`src/rtl/bus_arb2.sv`:
```
// bus_arb2: two-master round-robin arbiter and sequencer for the register bus.
// One transaction in flight; each access ends on the matching ack or on a timeout.
module bus_arb2 #(
  parameter int unsigned BUS_ADDR_WIDTH = 16,
  parameter int unsigned BUS_DATA_WIDTH = 32,
  parameter int unsigned BUS_IN_WIDTH   = BUS_ADDR_WIDTH + BUS_DATA_WIDTH + 4,
  parameter int unsigned BUS_OUT_WIDTH  = BUS_DATA_WIDTH + 3,
  parameter int unsigned TIMEOUT        = 255,
  parameter logic [BUS_DATA_WIDTH-1:0] TIMEOUT_DATA = 32'hDEADBEEF
) (
  input  logic                      bus_clk,
  input  logic                      bus_reset_l,
  output logic [BUS_IN_WIDTH-1:0]   bus_in,
  input  logic [BUS_OUT_WIDTH-1:0]  bus_out,
  input  logic                      m0_req,
  input  logic                      m0_we,
  input  logic [BUS_ADDR_WIDTH-1:0] m0_addr,
  input  logic [BUS_DATA_WIDTH-1:0] m0_wr_data,
  output logic                      m0_done,
  output logic [BUS_DATA_WIDTH-1:0] m0_rd_data,
  output logic                      m0_err,
  input  logic                      m1_req,
  input  logic                      m1_we,
  input  logic [BUS_ADDR_WIDTH-1:0] m1_addr,
  input  logic [BUS_DATA_WIDTH-1:0] m1_wr_data,
  output logic                      m1_done,
  output logic [BUS_DATA_WIDTH-1:0] m1_rd_data,
  output logic                      m1_err,
  output logic                      irq
);

  localparam int unsigned AW = BUS_ADDR_WIDTH;
  localparam int unsigned DW = BUS_DATA_WIDTH;

  typedef enum logic [1:0] {
    S_IDLE,
    S_ACCESS,
    S_DONE
  } state_e;

  state_e state_q, state_d;

  logic          last_q, last_d;
  logic          gnt_q, gnt_d;
  logic          we_q, we_d;
  logic          re_q, re_d;
  logic [AW-1:0] addr_q, addr_d;
  logic [DW-1:0] wd_q, wd_d;
  logic [15:0]   cnt_q, cnt_d;
  logic          done0_q, done0_d;
  logic          done1_q, done1_d;
  logic          err0_q, err0_d;
  logic          err1_q, err1_d;
  logic [DW-1:0] rd0_q, rd0_d;
  logic [DW-1:0] rd1_q, rd1_d;
  logic          irq_q;

  logic [DW-1:0] b_rdata;
  logic          b_rack;
  logic          b_wack;
  logic          b_irq;

  logic          pick;
  logic          ack;
  logic          tmo;
  logic          fin;
  logic          ferr;
  logic [DW-1:0] fdata;

  assign b_rdata = bus_out[DW+2:3];
  assign b_rack  = bus_out[2];
  assign b_wack  = bus_out[1];
  assign b_irq   = bus_out[0];

  assign bus_in = {bus_clk, bus_reset_l, addr_q, wd_q, we_q, re_q};

  assign m0_done    = done0_q;
  assign m0_rd_data = rd0_q;
  assign m0_err     = err0_q;
  assign m1_done    = done1_q;
  assign m1_rd_data = rd1_q;
  assign m1_err     = err1_q;
  assign irq        = irq_q;

  // On a tie the master that did not win last time gets the bus.
  assign pick = (m0_req && m1_req) ? ~last_q : m1_req;
  // Only the ack kind matching the strobe ends the access.
  assign ack  = we_q ? b_wack : b_rack;
  // This strobe cycle is the TIMEOUT-th one; an ack in the same cycle wins.
  assign tmo  = (TIMEOUT != 0) &&
                (({16'd0, cnt_q} + 32'd1) >= TIMEOUT);

  // Next-state and registered-output computation for the access sequencer.
  always_comb begin
    state_d = state_q;
    last_d  = last_q;
    gnt_d   = gnt_q;
    we_d    = we_q;
    re_d    = re_q;
    addr_d  = addr_q;
    wd_d    = wd_q;
    cnt_d   = cnt_q;
    done0_d = 1'b0;
    done1_d = 1'b0;
    err0_d  = err0_q;
    err1_d  = err1_q;
    rd0_d   = rd0_q;
    rd1_d   = rd1_q;
    fin     = 1'b0;
    ferr    = 1'b0;
    fdata   = gnt_q ? rd1_q : rd0_q;
    unique case (state_q)
      S_IDLE: begin
        if (m0_req || m1_req) begin
          state_d = S_ACCESS;
          gnt_d   = pick;
          last_d  = pick;
          we_d    = pick ? m1_we : m0_we;
          re_d    = ~(pick ? m1_we : m0_we);
          addr_d  = pick ? m1_addr : m0_addr;
          wd_d    = pick ? m1_wr_data : m0_wr_data;
          cnt_d   = '0;
        end
      end
      S_ACCESS: begin
        cnt_d = (&cnt_q) ? cnt_q : cnt_q + 16'd1;
        if (ack) begin
          fin = 1'b1;
          if (re_q) fdata = b_rdata;
        end else if (tmo) begin
          fin   = 1'b1;
          ferr  = 1'b1;
          fdata = TIMEOUT_DATA;
        end
        if (fin) begin
          state_d = S_DONE;
          we_d    = 1'b0;
          re_d    = 1'b0;
          if (gnt_q) begin
            done1_d = 1'b1;
            rd1_d   = fdata;
            err1_d  = ferr;
          end else begin
            done0_d = 1'b1;
            rd0_d   = fdata;
            err0_d  = ferr;
          end
        end
      end
      S_DONE: begin
        state_d = S_IDLE;
      end
      default: begin
        state_d = S_IDLE;
      end
    endcase
  end

  // State and datapath registers; reset drops the strobe immediately.
  always_ff @(posedge bus_clk or negedge bus_reset_l) begin
    if (!bus_reset_l) begin
      state_q <= S_IDLE;
      last_q  <= 1'b1;
      gnt_q   <= 1'b0;
      we_q    <= 1'b0;
      re_q    <= 1'b0;
      addr_q  <= '0;
      wd_q    <= '0;
      cnt_q   <= '0;
      done0_q <= 1'b0;
      done1_q <= 1'b0;
      err0_q  <= 1'b0;
      err1_q  <= 1'b0;
      rd0_q   <= '0;
      rd1_q   <= '0;
      irq_q   <= 1'b0;
    end else begin
      state_q <= state_d;
      last_q  <= last_d;
      gnt_q   <= gnt_d;
      we_q    <= we_d;
      re_q    <= re_d;
      addr_q  <= addr_d;
      wd_q    <= wd_d;
      cnt_q   <= cnt_d;
      done0_q <= done0_d;
      done1_q <= done1_d;
      err0_q  <= err0_d;
      err1_q  <= err1_d;
      rd0_q   <= rd0_d;
      rd1_q   <= rd1_d;
      irq_q   <= b_irq;
    end
  end

endmodule

```
`config.mk`:
```
export PLATFORM = sky130hd
export DESIGN_NAME = bus_arb2
export DESIGN_NICKNAME = d
export VERILOG_FILES = /design/src/rtl/bus_arb2.sv
export SDC_FILE = /design/constraint.sdc
export NUM_CORES = 1
export LEC_CHECK = 0
export BUFFER_PORTS_ARGS = -buffer_cell sky130_fd_sc_hd__buf_2
export CAP_MARGIN = 20
export CORE_ASPECT_RATIO = 0.9
export CORE_MARGIN = 10
export CORE_UTILIZATION = 34
export CTS_CLUSTER_DIAMETER = 50
export DETAILED_ROUTE_END_ITERATION = 16
export GPL_ROUTABILITY_DRIVEN = 1
export HOLD_SLACK_MARGIN = 0.15
export SYNTH_ARGS = -nofsm -noshare
export SYNTH_HDL_FRONTEND = slang
export SYNTH_SLANG_ARGS = --single-unit
```
`constraint.sdc`:
```
create_clock -name bus_clk -period 2.5 [get_ports bus_clk]
set_input_delay 0.5 -clock bus_clk [delete_from_list [all_inputs] [get_ports bus_clk]]
set_output_delay 0.5 -clock bus_clk [all_outputs]
set_load 0.02 [all_outputs]
```
Word-level counts from Yosys, hierarchy flattened
Index checks and enable logic that the tools add are counted.

Bits in registers: 139. Input bits: 137. Output and inout port bits: 121. Logic and storage cells: 66.

Add/sub/neg operators: 2. $lt $le $gt $ge: 1. Equality and inequality tests: 4. Muxes and demuxes: 30. Bitwise operators: 3. Reduce and logical (&&, ||, !) cells: 11.

Operators by type and width (count): 32-bit two-way mux (5); 16-bit two-way mux (3); 16-bit case mux with 2 select lines (1); 16-bit by 1-bit adder with 17-bit output, second input constant (1); 17-bit by 8-bit >= comparator with 1-bit output, second input constant (1); 16-bit by 1-bit adder with 16-bit output, second input constant (1); 1-bit two-way mux (16); 16-bit AND reduction (1); 3-bit AND reduction (4); 2-bit != test, second input constant (3); 2-bit two-way mux (2); 1-bit case mux with 2 select lines (2); 2-bit case mux with 2 select lines (1); 2-bit AND reduction (2); 1-bit NOT (3); 2-bit by 1-bit == test with 1-bit output, second input constant (1); 2-bit zero test (1); 2-bit nonzero test (1); 1-bit logical AND (1); 1-bit logical OR (1).

Longest topological paths before layout
Gate-level depths: netlist of run 1.

Depth in word-level cells: 7. Depth in mapped cells: 10. Mapped depth without buffers: 7.

==> summary.md, run 1 <==
| Metric | Value |
|---|---|
| RSZ-0062 raised after global routing | `no` |
| HPWL after detailed placement | `16,700 um` |
| Grt ovf | `0` |
| Crit path capture type | `register` |
| IO Count | `258` |
| Reg-to-Reg End | `m0_rd_data[5]` |
| Worst Hold Depth | `2` |
| Filler instances | `2,139` |
| Initial Utilization | `34.4%` |
| Most frequent cells in the layout | `buf_2, dfrtp_1, o21ai_0` |
| Yosys warnings | `0` |
| Period utilization | `95.9%` |
| Worst Setup Slack, final | `103 ps` |
| Vias per inst | `4.84` |
| Clk slew on worst S/H paths | `60 ps` |
| Placer Congestion | `0.811` |
| Actual slew at the worst max-slew pin | `877 ps` |
| Die X | `176 um` |
| DRT Pass-1 Iters | `4` |
| Post-route DRC | `0` |
| Achievable frequency | `0.417 GHz` |
| Count of different cell masters after synthesis | `49` |
| Via count | `6,500` |
| Crit-path max FO | `23` |
| I/O Buffers | `257` |
| Tot GR Track Use | `16.1%` |
| Reg-to-reg startpoint | `cnt_q[0]` |
| Commonest non-fill, non-tap cell in the layout | `buf_2` |
| Hold Violations, Final | `0` |
| Number of synthesized flops with an enable pin | `0` |
| Seq pwr share | `29.3%` |
| Worst-case reg-to-reg path depth | `8` |
| Die area | `0.0282 sq mm` |
| Post-CTS Setup Bufs | `0` |
| Clock Power Share | `21.7%` |
| Comb pwr share | `48.9%` |
| Place WS | `19.9 ps` |
| CTS tree | `yes` |
| Post-layout nets | `1,177` |
| Proportion of layout cells with a drive suffix above 1 | `38.3%` |
| Hold path startpoint | `m0_req` |
| Reg2Reg Setup Slack | `100 ps` |
| Synth Register Bits | `139` |
| Asr flop ratio synth | `100%` |
| Largest net degree at the start of global routing | `140` |
| Net switching power | `5.74 mW` |
| P_leak | `4.94 nW` |
| Slew margin rel. | `41.5%` |
| Max-slew violations | `0` |
| Max VDD drop | `0.531 mV` |
| Post-route ant nets | `0` |
| Int Power | `7.74 mW` |
| Switching Fraction | `42.6%` |
| Storage element area | `0.00348 sq mm` |
| Max-cap violations | `0` |
| Seq/Total Area, Yosys | `46.9%` |
| Hold endpoint | `last_q` |
| Critical path type | `register to register` |
| Tmin final | `2400 ps` |
| CP startpoint kind | `register` |
| Outcome | `complete, no violations` |
| Synthesized cell area | `0.00742 sq mm` |
| P&R area growth vs syn | `34.2%` |
| Critical Path AT | `2810 ps` |
| Die height | `160 um` |
| Final setup fails | `0` |
| Synth Flop Type | `dfrtp_1` |
| Mapped Nets | `918` |
| HP Class | `input pin to register` |
| Area of the multi-input gates | `0.00371 sq mm` |
| Data required, critical path | `2910 ps` |
| Fin Hold WS | `244 ps` |
| Fin area | `0.00996 sq mm` |
| DR WL/cell | `17.2 um` |
| Setup Skew | `12.0 ps` |
| First-pass GRT wire length | `36,700 um` |
| Starting DRT DRC Count | `368` |
| Pwr dens | `1350 mW/mm^2` |
| Number of global-route vias before repair | `6,603` |
| Std cell rows | `51` |
| Initial antenna violation count | `4` |
| Worst-Skew Late Latency | `530 ps` |
| Post-synthesis cell count | `779` |
| Placed Area | `0.00920 sq mm` |
| Core footprint | `0.0216 sq mm` |
| Final wirelength | `23,100 um` |
| Syn Area/Cell | `9.53 sq um` |
cell type report:
type | count | area share, %
Timing Repair Buffer | 299 | 17.0
Antenna cell | 1 | 0.0251
Clock buffer | 24 | 5.29
Clock inverter | 11 | 1.70
Tap cell | 291 | 3.66
Multi-Input combinational cell | 573 | 37.2
Sequential cell | 139 | 35.0
Inverter | 4 | 0.151
worst max-delay path: stages (launching register included):
cell and delay [ps]:
dfrtp_1 390, ha_4 170, nand2_4 70, nor4_4 290
mux2_4 330, a211o_1 240, or3_4 390, clkbuf_16 210
o21a_1 180
routing by layer:
metal	GRT usage, %	vias up	share of wire [%]
met1	19.8	3015	44
met4	3.77	6	0.79
met3	7.99	21	10
met2	24.6	217	45
li1	-	3241	-
met5	0	-	0.15
cell usage after synthesis, types with 2 or more instances:
cell type  number  area (sq um)
and2_1          3          18.8
nand3_1        10          50.1
or3_1           3          18.8
mux2i_1        59           591
buf_2           6          30.0
o21ai_0        96           480
nand2b_1        3          18.8
buf_6           5          56.3
nand2_1        91           342
xnor2_1         3          26.3
nor2b_1         2          12.5
nand4_1         4          25.0
a21oi_1        50           250
o41ai_1         3          26.3
a31oi_1         3          18.8
inv_1           4          15.0
buf_1          11          41.3
clkbuf_1       37           139
mux2_2         50           563
nor2_1         89           334
o21a_1         49           368
ha_1            2          25.0
buf_4           4          30.0
o31ai_1         7          52.6
dfrtp_1       138          3450
a22oi_1         2          15.0
nor3_4          2          32.5
xor2_1          3          26.3
a21o_1         17           128
and3_1          3          18.8
a21oi_2         2          17.5
cell families (layout without fill, tap and decap cells):
group	after synthesis	in the layout	share of synthesized area, %
compound gates	238	238	19.4
other cells	0	1	0
fa+ha+maj	2	2	0.337
mux	109	109	15.5
buf+inv	67	338	4.20
simple gates	218	218	12.9
xor+xnor	6	6	0.708
flops	139	139	46.9
per-stage QoR:
stage	total power [mW]	std cells	setup TNS (ps)	utilization, %
3_3_place_gp	10.5	1304	0	42.6
6_report	13.5	1342	0	46.2
3_5_place_dp	10.7	1304	0	42.6
5_1_grt	14.6	1342	0	46.2
2_1_floorplan	8.47	779	-1550	-
4_1_cts	13.6	1339	0	45.9
power by group through the flow:
stage,logic [mW],registers [mW],clock network (mW)
final,6.60,3.96,2.93
after detailed placement,6.67,3.96,0.0374
after CTS,6.67,3.95,3.01
after global placement,6.55,3.93,0.0374
after global routing,7.37,4.10,3.11
after floorplan,3.59,4.84,0.0467
worst max path at each step:
| stage | startpoint | endpoint | slack [ps] | cells past startpoint |
|---|---|---|---|---|
| 3_5_place_dp | cnt_q[10] | m0_rd_data[27] | 20 | 7 |
| 6_report | cnt_q[0] | m0_rd_data[5] | 100 | 8 |
| 2_1_floorplan | cnt_q[0] | m0_rd_data[10] | -40 | 10 |
| 4_1_cts | cnt_q[0] | m1_rd_data[15] | 9 | 8 |
| 3_3_place_gp | cnt_q[10] | m1_rd_data[23] | 60 | 7 |
| 5_1_grt | cnt_q[0] | m0_rd_data[6] | 10 | 8 |
sequential cells by signal, summed over array words and instances (netlist names), 2 cells and up:
signal / flops
m0_rd_data: 32
m1_rd_data: 32
wd_q: 32
addr_q: 16
cnt_q: 16
state_q: 2
what timing repair did:
action / CTS / global route
pin swaps: 2 / 2
gates resized for setup: 2 / 3
endpoints found under the hold margin: 1 / 12
setup endpoints to repair: 2 / 48
cloned: 0 / 1
hold buffers: 1 / 1
Note: power is estimated with default switching activity, not from simulation.
==> run 2, diff against run 1 <==
--- a/config.mk
+++ b/config.mk
@@ -5,6 +5,7 @@
 export SDC_FILE = /design/constraint.sdc
 export NUM_CORES = 1
 export LEC_CHECK = 0
+export ABC_AREA = 1
 export BUFFER_PORTS_ARGS = -buffer_cell sky130_fd_sc_hd__buf_2
 export CAP_MARGIN = 20
 export CORE_ASPECT_RATIO = 0.9
==> summary.md, run 2 <==
| Metric | Value |
|---|---|
| Pwr dens | `1440 mW/mm^2 (+6.6%)` |
| Max-slew violations | `0 (unchanged)` |
| P_leak | `5.16 nW (+4.6%)` |
| HPWL after detailed placement | `18,000 um (+7.3%)` |
| Proportion of layout cells with a drive suffix above 1 | `28.3% (-9.9 points)` |
| HP Class | `input pin to register` |
| Post-synthesis cell count | `978 (+26%)` |
| Slew margin rel. | `51.1% (+9.6 points)` |
| Data required, critical path | `2930 ps (+20 ps)` |
| First-pass GRT wire length | `40,300 um (+9.8%)` |
| Initial Utilization | `34.6% (+0.13 points)` |
| Tot GR Track Use | `18.2% (+2.1 points)` |
| Std cell rows | `50 (-2.0%)` |
| Placed Area | `0.00877 sq mm (-4.6%)` |
| Core footprint | `0.0208 sq mm (-3.4%)` |
| Area leader, netlist | `dfrtp_1` |
| P&R area growth vs syn | `32.6%` |
| Max-cap violations | `0 (unchanged)` |
| Starting DRT DRC Count | `475 (+29%)` |
| I/O Buffers | `257 (unchanged)` |
| Clk slew on worst S/H paths | `70 ps (about the same)` |
| Synth Register Bits | `139 (unchanged)` |
| Largest net degree at the start of global routing | `122 (-13%)` |
| Crit-path max FO | `17 (-26%)` |
| Outcome | `complete, no violations` |
| Number of global-route vias before repair | `7,458 (+13%)` |
| Yosys top cell area share | `48.0% (+1.5 points)` |
| Fin area | `0.00955 sq mm (-4.2%)` |
| Total power | `13.8 mW (+2.1%)` |
| Actual slew at the worst max-slew pin | `733 ps (-145 ps)` |
| Grt ovf | `0 (unchanged)` |
| Seq/Total Area, Yosys | `48.3% (+1.5 points)` |
| Count leader, synth | `nand2_1` |
| Final setup fails | `0 (unchanged)` |
| Synthesized cell area | `0.00720 sq mm (-3.0%)` |
| Max VDD drop | `0.973 mV (+83%)` |
| Die area | `0.0274 sq mm (-2.7%)` |
| Top cells by area, synth | `dfrtp_1, nand2_1, o21ai_0` |
| Number of synthesized flops with an enable pin | `0 (unchanged)` |
| Crit path capture type | `register` |
| Post-CTS Setup Bufs | `0 (unchanged)` |
| Post-layout nets | `1,361 (+16%)` |
| Post-route DRC | `0 (unchanged)` |
| Yosys warnings | `0 (unchanged)` |
| Syn Area/Cell | `7.36 sq um (-23%)` |
| Asr flop ratio synth | `100% (unchanged)` |
| Vias per inst | `4.84 (-0.17%)` |
| CTS tree | `yes` |
| RSZ-0062 raised after global routing | `no` |
| Most frequent cells in the layout | `nand2_1, buf_2, dfrtp_1` |
| Die height | `158 um (-1.3%)` |
| Placer Congestion | `0.836 (+3.1%)` |
| Commonest cells post-synth | `nand2_1, dfrtp_1, o21ai_0` |
| Commonest non-fill, non-tap cell in the layout | `nand2_1` |
| DR WL/cell | `16.7 um (-2.8%)` |
| Count of different cell masters after synthesis | `29 (-41%)` |
| Worst-Skew Late Latency | `530 ps (about the same)` |
| Final core area utilization | `45.8% (-0.36 points)` |
| Die X | `173 um (-1.4%)` |
| DRT Pass-1 Iters | `5 (+1)` |
| IO Count | `258 (unchanged)` |
| Period utilization | `91.1% (-4.8 points)` |
| Mapped Nets | `1,117 (+22%)` |
| CP startpoint kind | `register` |
| Achievable frequency | `0.439 GHz (+5.3%)` |
| Tmin final | `2280 ps (-120 ps)` |
| Setup Skew | `10.7 ps (-1.33 ps)` |
| Hold Violations, Final | `0 (unchanged)` |
| Synth Flop Type | `dfrtp_1` |
| Post-route ant nets | `0 (unchanged)` |
| Critical Path AT | `2700 ps (-110 ps)` |
| Initial antenna violation count | `1 (-3)` |
| Setup TNS | `0 ps (unchanged)` |
| Via count | `7,359 (+13%)` |
| Final wirelength | `25,500 um (+10%)` |
| Critical path type | `register to register` |
[run 2: cell types whose count changed after synthesis, sizes merged, moves of 19 or more]
cell / change
a21oi: -51
inv: +23
mux2: -50
mux2i: -52
nand2: +372
nor2: -19
o21a: -49
o21ai: +25
[run 2: final cells by class]
| class | count | area (sq um) |
|---|---|---|
| diodes | 1 | 2.50 |
| well taps | 286 | 358 |
| clock inverters | 13 | 213 |
| clock buffers | 23 | 523 |
| inverters | 29 | 114 |
| multi-input cells | 751 | 3360 |
| repair buffers | 280 | 1500 |
| fillers | 2113 | 11300 |
| flip-flops and latches | 139 | 3480 |
[run 2: timing repair]
action | 4_1_cts | 5_1_grt
hold buffers | 2 | 0
endpoints found under the setup margin | 0 | 67
endpoints found under the hold margin | 19 | 0
gates resized for setup | 0 | 9
[run 2: metal layers]
layer	track usage (%)	wire length, um	part of all wire (%)	vias to the layer above
met4	4.84	318	1.2	0
met2	30.1	12100	47	259
met5	0	0	0	-
met3	7.31	2370	9.3	27
met1	21.5	10700	42	3439
li1	-	-	-	3634
[run 2: where the power goes]
part	leakage, nW	internal, mW	switching (mW)	total [mW]
registers	1.76	3.26	0.743	4.00
clock network	0.363	2.02	1.10	3.13
logic	3.04	2.12	4.53	6.65
[run 2: worst max-delay path, stage by stage, from the launching register on]
cell	delay [ps]
dfrtp_1	420
ha_1	240
nand2_1	120
nor2_2	170
nand3_1	120
xor2_1	180
nand2_1	110
nor2_4	160
nand3_4	110
buf_4	230
nand2_1	80
nand2_1	70
nand2_1	90
nand2_1	50
[run 2: path summary, 6_finish.rpt]
path / from / endpoint / slack, ps / depth (start not counted)
min in group asynchronous: bus_reset_l / m0_rd_data[19] / 380 / 2
setup reg to reg: cnt_q[0] / m0_rd_data[31] / 220 / 13
setup / recovery: cnt_q[0] / m0_rd_data[31] / 220 / 13
hold reg to reg: last_q / last_q / 460 / 2
hold / removal: m1_wr_data[14] / wd_q[14] / 230 / 3
max in group asynchronous: bus_reset_l / m1_rd_data[5] / 1200 / 3
[run 2: kinds of logic after synthesis]
group	after synthesis	synth area share [%]
buffers and inverters	88	5.25
and+or+nand+nor	592	33.4
muxes	7	0.973
xor gates and xnor gates	5	0.608
AOI/OAI and AO/OA	145	11.1
DFF	139	48.3
adders and majority gates	2	0.348
[run 2: metrics by stage]
stage	cells	worst slack (ps)	hold WS [ps]
after floorplan	978	401	204
after global placement	1484	159	370
after detailed placement	1484	89.8	373
after CTS	1521	69.1	222
after global routing	1521	0.577	231
final	1522	223	234
